$ cat config.mk
export PLATFORM = sky130hd
export DESIGN_NAME = cu_mc
export DESIGN_NICKNAME = d
export VERILOG_FILES = /design/src/rtl/cu_mc.sv
export SDC_FILE = /design/constraint.sdc
export NUM_CORES = 1
export LEC_CHECK = 0
export CORE_MARGIN = 2
export CORE_UTILIZATION = 38
export CTS_CLUSTER_SIZE = 28
export DETAILED_ROUTE_END_ITERATION = 10
export PLACE_DENSITY = 0.87
export SETUP_SLACK_MARGIN = 0.02
export SLEW_MARGIN = 15
export SYNTH_ARGS = -nofsm -noshare
export SYNTH_HDL_FRONTEND = slang
export SYNTH_SLANG_ARGS = --single-unit
$ cat constraint.sdc
create_clock -name clk -period 3.2 [get_ports clk]
set_input_delay 0.8 -clock clk [delete_from_list [all_inputs] [get_ports clk]]
set_output_delay 0.8 -clock clk [all_outputs]
set_load 0.01 [all_outputs]
$ cat src/rtl/cu_mc.sv
// cu_mc: multi-cycle control unit for mycpu (fetch/execute sequencing, ready
// handshakes with watchdog, single-level vectored interrupt). Rev 1.0
`default_nettype none

package mycpu_pkg;
  typedef enum logic [6:0] {
    OP_ADD = 7'h02,
    OP_SUB = 7'h03,
    OP_AND = 7'h08,
    OP_XOR = 7'h0A,
    OP_LD  = 7'h10,
    OP_IOR = 7'h11,
    OP_ST  = 7'h20,
    OP_IOW = 7'h21,
    OP_ADI = 7'h42,
    OP_JMP = 7'h44,
    OP_RTI = 7'h45,
    OP_LDI = 7'h4C,
    OP_XXL = 7'h50,
    OP_BRZ = 7'h60,
    OP_BRN = 7'h61,
    OP_HAL = 7'h7F
  } opcode_t;
endpackage

module cu_mc
  import mycpu_pkg::*;
#(
  parameter int RA_W    = 3,
  parameter int TIMEOUT = 255,
  localparam int IW     = 7 + 3*RA_W,
  localparam int CW     = $clog2(TIMEOUT+1)
) (
  input  logic                  clk,
  input  logic                  rst,
  input  logic [IW-1:0]         ins_in,
  input  logic                  z_in,
  input  logic                  n_in,
  input  logic                  mem_rdy_in,
  input  logic                  io_rdy_in,
  input  logic                  irq_in,
  input  logic                  irq_en_in,
  output logic                  il_out,
  output logic [1:0]            ps_out,
  output logic                  rw_out,
  output logic [3*(RA_W+1)-1:0] rs_out,
  output logic                  mm_out,
  output logic [1:0]            md_out,
  output logic                  mb_out,
  output logic [3:0]            fs_out,
  output logic                  wen_out,
  output logic                  iom_out,
  output logic                  pc_vec_out,
  output logic                  pc_epc_out,
  output logic                  epc_we_out,
  output logic                  irq_ack_out,
  output logic                  halted_out,
  output logic                  err_out
);

  localparam logic [2:0] S_RST = 3'd0;
  localparam logic [2:0] S_INF = 3'd1;
  localparam logic [2:0] S_EX0 = 3'd2;
  localparam logic [2:0] S_XL1 = 3'd3;
  localparam logic [2:0] S_INT = 3'd4;
  localparam logic [2:0] S_HLT = 3'd5;

  localparam logic [RA_W:0] TMP   = '1;
  localparam logic [RA_W:0] R_ZER = '0;
  localparam logic [RA_W:0] R_ONE = (RA_W+1)'(1);
  localparam logic [RA_W:0] R_TWO = (RA_W+1)'(2);
  localparam logic [CW-1:0] WD_MAX = CW'(TIMEOUT);

  logic [2:0]      state, nstate;
  logic            isr_r, err_r;
  logic [CW-1:0]   wcnt;
  logic            isr_set, isr_clr, err_set, wait_cyc;
  logic            wait_op, wb_op, rdy;
  logic [6:0]      opcode;
  logic [RA_W-1:0] fa, fb, fc;
  logic            irq_ok;

  assign opcode = ins_in[IW-1:IW-7];
  assign fa     = ins_in[3*RA_W-1:2*RA_W];
  assign fb     = ins_in[2*RA_W-1:RA_W];
  assign fc     = ins_in[RA_W-1:0];
  assign irq_ok = irq_in & irq_en_in & ~isr_r;

  assign halted_out = (state == S_HLT);
  assign err_out    = err_r;

  always_comb begin
    il_out      = 1'b0;
    ps_out      = 2'd0;
    rw_out      = 1'b0;
    rs_out      = '0;
    mm_out      = 1'b0;
    md_out      = 2'd0;
    mb_out      = 1'b0;
    fs_out      = 4'd0;
    wen_out     = 1'b1;
    iom_out     = 1'b0;
    pc_vec_out  = 1'b0;
    pc_epc_out  = 1'b0;
    epc_we_out  = 1'b0;
    irq_ack_out = 1'b0;
    nstate      = state;
    wait_cyc    = 1'b0;
    isr_set     = 1'b0;
    isr_clr     = 1'b0;
    err_set     = 1'b0;
    wait_op     = 1'b0;
    wb_op       = 1'b0;
    rdy         = 1'b0;

    case (state)
      S_RST: nstate = S_INF;
      S_INF: begin
        if (irq_ok) begin
          nstate = S_INT;
        end else begin
          mm_out = 1'b1;
          il_out = mem_rdy_in;
          if (mem_rdy_in) nstate = S_EX0;
          else            wait_cyc = 1'b1;
        end
      end
      S_EX0: begin
        fs_out = opcode[3:0];
        rs_out = {1'b0, fa, 1'b0, fb, 1'b0, fc};
        if (opcode[6:4] == 3'b000) begin
          rw_out = 1'b1;
          ps_out = 2'd1;
          nstate = S_INF;
        end else begin
          case (opcode)
            OP_LDI, OP_ADI: begin
              rw_out = 1'b1;
              ps_out = 2'd1;
              mb_out = 1'b1;
              nstate = S_INF;
            end
            OP_LD: begin
              md_out  = 2'd1;
              wait_op = 1'b1;
              wb_op   = 1'b1;
              rdy     = mem_rdy_in;
            end
            OP_ST: begin
              wen_out = 1'b0;
              wait_op = 1'b1;
              rdy     = mem_rdy_in;
            end
            OP_IOR: begin
              md_out  = 2'd2;
              iom_out = 1'b1;
              fs_out  = 4'd0;
              wait_op = 1'b1;
              wb_op   = 1'b1;
              rdy     = io_rdy_in;
            end
            OP_IOW: begin
              wen_out = 1'b0;
              iom_out = 1'b1;
              fs_out  = 4'd0;
              wait_op = 1'b1;
              rdy     = io_rdy_in;
            end
            OP_BRZ: begin
              ps_out = z_in ? 2'd2 : 2'd1;
              fs_out = 4'd0;
              nstate = S_INF;
            end
            OP_BRN: begin
              ps_out = n_in ? 2'd2 : 2'd1;
              fs_out = 4'd0;
              nstate = S_INF;
            end
            OP_JMP: begin
              ps_out = 2'd3;
              fs_out = 4'd0;
              nstate = S_INF;
            end
            OP_HAL: begin
              ps_out = 2'd1;
              nstate = S_HLT;
            end
            OP_RTI: begin
              pc_epc_out = 1'b1;
              isr_clr    = 1'b1;
              nstate     = S_INF;
            end
            OP_XXL: begin
              rw_out = 1'b1;
              ps_out = 2'd1;
              fs_out = 4'b0011;
              rs_out = {TMP, R_ONE, R_TWO};
              nstate = S_XL1;
            end
            default: nstate = S_HLT;
          endcase
        end
        // Memory/I/O ops hold their controls until the ready cycle commits them
        if (wait_op) begin
          if (rdy) begin
            rw_out = wb_op;
            ps_out = 2'd1;
            nstate = S_INF;
          end else begin
            wait_cyc = 1'b1;
          end
        end
      end
      S_XL1: begin
        rw_out = 1'b1;
        ps_out = 2'd1;
        fs_out = 4'b0010;
        rs_out = {R_ZER, R_ZER, TMP};
        nstate = S_INF;
      end
      S_INT: begin
        epc_we_out  = 1'b1;
        pc_vec_out  = 1'b1;
        irq_ack_out = 1'b1;
        isr_set     = 1'b1;
        nstate      = S_INF;
      end
      S_HLT: begin
        if (!err_r && irq_ok) nstate = S_INT;
      end
      default: nstate = S_RST;
    endcase

    // Watchdog expiry overrides whatever the wait state would have done
    if (wait_cyc && (wcnt == WD_MAX)) begin
      err_set = 1'b1;
      nstate  = S_HLT;
    end
  end

  always_ff @(posedge clk) begin
    if (rst) begin
      state <= S_RST;
      isr_r <= 1'b0;
      err_r <= 1'b0;
      wcnt  <= '0;
    end else begin
      state <= nstate;
      if (isr_set)      isr_r <= 1'b1;
      else if (isr_clr) isr_r <= 1'b0;
      if (err_set) err_r <= 1'b1;
      wcnt <= (wait_cyc && (nstate == state)) ? wcnt + 1'b1 : '0;
    end
  end

endmodule

`default_nettype wire

==> results of run 1 <==
[flip-flops by register name, summed over array words and instances (netlist names)]
| signal | count |
|---|---|
| wcnt | 8 |
| isr_r | 1 |
| state | 3 |
| err_out | 1 |
[layer usage]
| layer | vias up | global-route usage |
|---|---|---|
| met5 | - | 0 |
| met4 | 0 | 0.06944 |
| met3 | 6 | 0.03623 |
| met2 | 56 | 0.3940 |
| met1 | 801 | 0.2629 |
| li1 | 822 | - |
[cell families after synthesis]
logic type      count (synthesis)  synth area share
mux                             1          0.007775
simple gates                  102            0.4373
other cells                     1          0.002913
fa+ha+maj                       1          0.009717
xor+xnor                        7           0.04762
compound gates                 35            0.2177
flops                          13            0.2021
buf+inv                        20           0.07484
[report_power, final]
part / internal, mW / switching, mW / leakage (nW)
sequential: 0.165 / 0.00673 / 0.105
combinational: 0.0953 / 0.0862 / 0.894
clock: 0.0484 / 0.0540 / 0.0150
total: 0.309 / 0.147 / 1.01
[timing repair]
item / in CTS / in global routing
pin swaps: 5 / 2
buffers inserted: 4 / 3
cloned: 0 / 0
resized for setup: 62 / 20
setup endpoints to repair: 23 / 15
[worst max path at each step]
stage | from | end | slack, ns
2_1_floorplan | ins_in[11] | rw_out | 0.07
3_3_place_gp | ins_in[11] | rw_out | -0.68
3_5_place_dp | ins_in[11] | rw_out | -0.71
4_1_cts | ins_in[11] | ps_out[0] | -0.02
5_1_grt | ins_in[11] | ps_out[0] | -0.07
6_report | ins_in[11] | ps_out[0] | -0.009
[cell type report]
type                            instances  area [um2]
Sequential cell                        13       260.3
Timing Repair Buffer                   95       802.0
Multi-Input combinational cell        147        1015
Fill cell                             280        1097
Inverter                                7       26.28
Clock buffer                            4       26.28
Tap cell                               46       57.56
[worst max-delay path, cell delays in order]
cell	delay, ns
sky130_fd_sc_hd__buf_6	0.10
sky130_fd_sc_hd__or3_4	0.39
sky130_fd_sc_hd__or4_4	0.53
sky130_fd_sc_hd__and3_4	0.20
sky130_fd_sc_hd__a311oi_2	0.20
sky130_fd_sc_hd__buf_2	0.18
[per-stage QoR]
step | instance area, um2 | TNS [ns] | setup WS (ns) | util | total power [mW]
after floorplan | 1299 | 0 | 0.07396 | - | 0.2574
after global placement | 2082 | -9.634 | -0.6811 | 0.6339 | 0.3437
after detailed placement | 2082 | -10.99 | -0.7084 | 0.6339 | 0.3481
after global routing | 2187 | -0.1213 | -0.06802 | 0.6659 | 0.4770
final | 2187 | -0.009196 | -0.009196 | 0.6659 | 0.4560
after CTS | 2161 | -0.02432 | -0.02432 | 0.6579 | 0.4527
[cell usage in the layout, fill, tap and decap left out, types with 3 or more instances in the layout]
| master | Yosys | final |
|---|---|---|
| sky130_fd_sc_hd__and2_1 | 6 | 6 |
| sky130_fd_sc_hd__xor2_1 | 3 | 3 |
| sky130_fd_sc_hd__nor4b_1 | 4 | 3 |
| sky130_fd_sc_hd__o21ai_0 | 7 | 6 |
| sky130_fd_sc_hd__dlygate4sd2_1 | 0 | 11 |
| sky130_fd_sc_hd__nand2_1 | 19 | 18 |
| sky130_fd_sc_hd__buf_6 | 1 | 4 |
| sky130_fd_sc_hd__clkbuf_2 | 0 | 6 |
| sky130_fd_sc_hd__dlymetal6s2s_1 | 0 | 4 |
| sky130_fd_sc_hd__and3_1 | 6 | 5 |
| sky130_fd_sc_hd__clkdlybuf4s50_1 | 0 | 24 |
| sky130_fd_sc_hd__clkbuf_4 | 0 | 3 |
| sky130_fd_sc_hd__nor3b_1 | 4 | 3 |
| sky130_fd_sc_hd__inv_1 | 7 | 7 |
| sky130_fd_sc_hd__xnor2_1 | 4 | 4 |
| sky130_fd_sc_hd__buf_2 | 2 | 5 |
| sky130_fd_sc_hd__nor3_1 | 12 | 10 |
| sky130_fd_sc_hd__a21oi_1 | 10 | 9 |
| sky130_fd_sc_hd__nand2b_1 | 3 | 3 |
| sky130_fd_sc_hd__nand3_1 | 7 | 7 |
| sky130_fd_sc_hd__buf_4 | 3 | 38 |
| sky130_fd_sc_hd__clkdlybuf4s15_1 | 0 | 3 |
| sky130_fd_sc_hd__nor2_1 | 22 | 21 |
| sky130_fd_sc_hd__dfxtp_1 | 13 | 13 |
==> results.md, run 1 <==
* Max capacitance violation total at 0
* Cell count after placement at 301
* Flops & latches, synth at 13
* Most numerous cell types in the synthesized netlist: sky130_fd_sc_hd__nor2_1, sky130_fd_sc_hd__nand2_1, sky130_fd_sc_hd__dfxtp_1
* TritonCTS buffer count at 3
* Class of the most critical hold timing path: flip-flop to flip-flop
* Count of warnings emitted by yosys at 0
* Path type of the worst setup path: primary input to output pin
* Input/output buffers at 54
* Syn nets at a little over 200
* Antenna cell count at 0
* Distinct cells, synth at 52
* Result of the run: complete, but fails checks
* Routed wire length per instance at about 14 um
* Ratio of total power to cell area at around 210 nW/um2
* Final cell count without fillers at around 310
* Gate count of the mapped netlist at 180
* Clock Root Buffer: sky130_fd_sc_hd__clkbuf_4
* Area growth from synthesis to layout at 69.87%
* Pin count of the biggest net entering global routing at 12
* Overflow left after global routing at 0
* First-pass GRT wire length at 6996 um
* Total length of routed met3 wires at 220 um
* Share of synthesized area occupied by flip-flops and latches at 0.2021
* Setup-violating endpoint count in the final report at 1
* Number of cells on the worst hold path at 1
* Kind of start point of the critical path: primary input
* CTS tree: built
* Top layer used by detailed routing: met4
* Iteration-0 DRC count of the detailed router at ~130
* Cell type contributing the most total cell area after synthesis: sky130_fd_sc_hd__dfxtp_1
* Total I/O pin count at 56
* Failing checks: negative setup slack
* Endpoint of the worst-slack reg-to-reg timing path: wcnt[0]
* Source of the worst hold timing path: wcnt[0]
* End point of the most critical hold path: wcnt[0]
* Height of the die at just over 60 um
* Core area at roughly 3300 um2
* Tightest Pin Transition at between 0.5 and 0.6 ns
* Average instance area after synthesis at 7.153 um2
* Fraction of layout instances using a drive strength above 1 at 0.2932
* IR Drop Worst-Case VDD at between 0.2 and 0.3 mV
* Setup slack of the worst register-to-register path at between 1 and 1.5 ns
* Setup repair after global routing missed its margin: true
* Proportion of netlist area held by the largest area contributor at 0.2021
* Count of clock tree sinks at 13
* Initial antenna violation count at 0
* Number of max-slew violations in the final report at 0
* Crit path DAT at about 2.4 ns
* Maximum clock path buffer count at 2
* Share of flip-flops with an asynchronous set or reset after synthesis at 0
* Number of hold-repair buffers added at the cts stage at 0
* DP HPWL at about 3300 um
* Gp weighted congestion at 0.8913
* Final ANT Viol Nets at 0
* Leakage Power at between 1 and 1.5 nW
* Die Width at just over 60 um
* Clk_skew at ~0.00093 ns
* Number of hold violations in the final report at 0
* Endpoint type of the worst setup path: output pin
* Via Count at ~1700
* Routed length on met1 at 1880 um
* Number of cells traversed by the worst register-to-register path at 7
* Clock-pin slew reported for the worst setup and hold paths after clock tree synthesis at 0.08 ns
* Required time worst endpoint at ~2.4 ns
* Setup ws final at -0.009196 ns
* Total Die Area at between 3000 and 4000 um2
* Most common flop cell mapped by yosys: sky130_fd_sc_hd__dfxtp_1
* Maximum operating frequency at 0.3116 GHz
* Number of global-route vias before repair at ~1600
* Met2 layer wire length in the routed design at about 2200 um
* Total wire length after detailed routing at around 4400 um
* Initial core utilization at 0.3920
* Post-synth EDFFs at 0
* Relative slew margins at 0.6183
* 1st-pass router iterations at 4
* Worst hold slack at between 0.4 and 0.5 ns
* Number of levels the H-tree was split into at 1
* Latest clock arrival within the worst-skew pair at between 0.2 and 0.3 ns
* Most instantiated library cell after synthesis: sky130_fd_sc_hd__nor2_1
* # nets final at 292
* Final critical path time including I/O delays and setup at between 3 and 4 ns
* Period utilization at 1.003
* Critical Path Fanout Max at 3
* Remaining DRCs at 0
* Number of vias per cell after detailed routing at roughly 5.4
* Overall routing resource usage at 0.2181
* Area contributors post-synth: sky130_fd_sc_hd__dfxtp_1, sky130_fd_sc_hd__nor2_1, sky130_fd_sc_hd__nand2_1, sky130_fd_sc_hd__nor3_1, sky130_fd_sc_hd__a21oi_1
* Summed instance area of the synthesized netlist at 1287 um2
* Worst flop-to-flop path startpoint: state[2]
* Number of cell rows at 21
Note: power is estimated with default switching activity, not from simulation.
==> run 2: changes to the inputs <==
Settings changed: ABC_CLOCK_PERIOD_IN_PS from default to 3200.
==> results of run 2 <==
No change in the layout: final DEF, timing and power equal those of run 1.
==> run 3: changes to the inputs <==
Settings changed: CELL_PAD_IN_SITES_DETAIL_PLACEMENT from default to 0, CELL_PAD_IN_SITES_GLOBAL_PLACEMENT from default to 1, CORE_UTILIZATION 38 to 26.
==> run 3 against run 2 <==
Compared with the run above: the run now ends clean; first-iteration DRC count shrank 32%; non-clock buffer count grew 1; sequential cell count is the same; fmax grew 2.6%; highest routed layer unchanged; largest cell class unchanged.
==> results.md, run 3 (synthesis results as in run 1) <==
* Series of cell instances along the critical path: buf_2, buf_4, nor2_1, or4b_4, o211a_1, dlygate4sd2_1 (was buf_6, or3_4, or4_4, and3_4, a311oi_2, buf_2)
* Number of max-slew violations in the final report at 0 (unchanged)
* Commonest cells after routing, fill and taps aside: sky130_fd_sc_hd__buf_4, sky130_fd_sc_hd__clkdlybuf4s50_1, sky130_fd_sc_hd__nor2_1 (unchanged)
* Remaining DRCs at 0 (unchanged)
* Final ANT Viol Nets at 0 (unchanged)
* DP HPWL at 3262 um (was 3301 um)
* CTS tree: built (unchanged)
* Register ranked first by flip-flop count: wcnt (unchanged)
* Maximum operating frequency at 0.3198 GHz (was 0.3116 GHz)
* Slowest Stage Delay on Critical Path at 0.52 ns (was 0.53 ns)
* Initial core utilization at 0.2708 (was 0.3920)
* Setup repair after global routing missed its margin: true (unchanged)
* Clock-pin slew reported for the worst setup and hold paths after clock tree synthesis at 0.05 ns (was 0.08 ns)
* Number of hold violations in the final report at 0 (unchanged)
* IR Drop Worst-Case VDD at 0.2478 mV (was 0.2755 mV)
* Final core area utilization at 0.4703 (was 0.6659)
* Class of the most critical hold timing path: flip-flop to flip-flop (unchanged)
* Commonest non-fill, non-tap cell in the layout: sky130_fd_sc_hd__buf_4 (unchanged)
* Gp weighted congestion at 0.8110 (was 0.8913)
* Overall power after layout at 0.5020 mW (was 0.4560 mW)
* Input/output buffers at 54 (unchanged)
* 1st-pass router iterations at 4 (unchanged)
* Latest clock arrival within the worst-skew pair at 0.25 ns (was 0.28 ns)
* Max reg flops at 8 (unchanged)
* Core area at 4755 um2 (was 3284 um2)
* Total Die Area at 5531 um2 (was 3869 um2)
* Path type of the worst setup path: primary input to output pin (unchanged)
* Via Count at 1603 (was 1685)
* Number of vias per cell after detailed routing at 4.799 (was 5.401)
* Critical Path Fanout Max at 8 (was 3)
* TritonCTS buffer count at 3 (unchanged)
* Height of the die at 74.37 um (was 62.21 um)
* Overall routing resource usage at 0.1566 (was 0.2181)
* Max capacitance violation total at 0 (unchanged)
* Die Width at 74.37 um (was 62.21 um)
* Result of the run: finished clean (was complete, but fails checks)
* Antenna cell count at 0 (unchanged)
* Routed wire length per instance at 12.95 um (was 14.02 um)
* Worst hold slack at 0.4699 ns (was 0.4848 ns)
* Crit path max-delay family: simple AND/OR/NAND/NOR gates (unchanged)
* Endpoint type of the worst setup path: output pin (unchanged)
* Number of levels the H-tree was split into at 1 (unchanged)
* Ratio of total power to cell area at 224.5 nW/um2 (was 208.5 nW/um2)
* Iteration-0 DRC count of the detailed router at 91 (was 133)
* Fraction of layout instances using a drive strength above 1 at 0.3146 (was 0.2932)
* # nets final at 293 (was 292)
* Clk_skew at 0.001311 ns (was 0.0009321 ns)
* Final critical path time including I/O delays and setup at 3.127 ns (was 3.209 ns)
* Top Registers: wcnt x8, state x3 (unchanged)
* Initial antenna violation count at 0 (unchanged)
* Crit path max-delay cell type: sky130_fd_sc_hd__or4b_4 (was sky130_fd_sc_hd__or4_4)
* Setup-violating endpoint count in the final report at 0 (was 1)
* First-pass GRT wire length at 6803 um (was 6996 um)
* Number of hold-repair buffers added at the cts stage at 0 (unchanged)
* Total wire length after detailed routing at 4326 um (was 4375 um)
* Total buffers and inverters traversed by the critical path at 3 (was 2)
* Summed area of non-filler cells in the final layout at 2236 um2 (was 2187 um2)
* Required time worst endpoint at 2.40 ns (about the same)
* Crit path DAT at 2.33 ns (was 2.41 ns)
* Number of global-route vias before repair at 1489 (was 1572)
* Number of cell rows at 25 (was 21)
* Area growth from synthesis to layout at 73.66% (was 69.87%)
* Overflow left after global routing at 0 (unchanged)
* Period utilization at 0.9773 (was 1.003)
* Total I/O pin count at 56 (unchanged)
* Count of clock tree sinks at 13 (unchanged)
* Pin count of the biggest net entering global routing at 13 (was 12)
* Kind of start point of the critical path: primary input (unchanged)
* Leakage Power at 1.036 nW (was 1.015 nW)
* Maximum clock path buffer count at 2 (unchanged)
* Clock Root Buffer: sky130_fd_sc_hd__clkbuf_8 (was sky130_fd_sc_hd__clkbuf_4)
* Placement Cell Area at 2123 um2 (was 2082 um2)
==> run 3: cell types whose count changed in the layout (fill, tap and decap cells not counted), sizes merged <==
cell / previous run / this run
dlygate4sd2: 11 / 10
clkdlybuf4s15: 3 / 1
buf: 47 / 48
clkbuf: 10 / 13
==> run 3: cell type report <==
class / count / area (um2)
sequential: 13 / 260.3
fill: 502 / 2519
inverter: 7 / 26.28
multi-input combinational: 147 / 1028
timing repair buffer: 96 / 792.0
clock buffer: 4 / 45.04
tap: 67 / 83.83
==> run 3: timing repair <==
| item | CTS | global route |
|---|---|---|
| endpoints found under the setup margin | 23 | 16 |
| resized for setup | 60 | 27 |
| setup buffers | 4 | 2 |
| pin swaps | 6 | 3 |
==> run 3: where the power goes <==
group          internal (mW)  total (mW)  switching, mW
clock network         0.0882       0.149         0.0604
logic                 0.0965       0.181         0.0844
registers              0.166       0.172        0.00656
==> run 3: metrics by stage <==
| stage | instances | setup TNS, ns | setup slack, ns |
|---|---|---|---|
| detailed placement | 324 | -10.46 | -0.7234 |
| floorplan | 180 | 0 | 0.07396 |
| CTS | 332 | -0.04225 | -0.02469 |
| global route | 334 | 0 | 0.01827 |
| finish | 334 | 0 | 0.07269 |
| global placement | 324 | -9.895 | -0.7317 |
==> run 3: worst min-delay path, stage by stage (launching register included) <==
cell and delay, ns:
sky130_fd_sc_hd__dfxtp_1 0.30, sky130_fd_sc_hd__inv_1 0.06, sky130_fd_sc_hd__a21oi_1 0.05
==> run 3: worst paths after layout <==
kind	from	end	slack, ns	cells after the start
min	err_out	err_out	0.47	2
max reg2reg	state[2]	wcnt[1]	1.09	6
max	ins_in[12]	fs_out[2]	0.07	6
min reg2reg	err_out	err_out	0.47	2
==> run 3: metal layers <==
metal | vias up | global-route usage | wire length (um)
li1 | 817 | - | -
met1 | 738 | 0.2003 | 1916
met2 | 43 | 0.2704 | 2115
met3 | 5 | 0.02033 | 233
met4 | 0 | 0.05357 | 60
met5 | - | 0 | 0
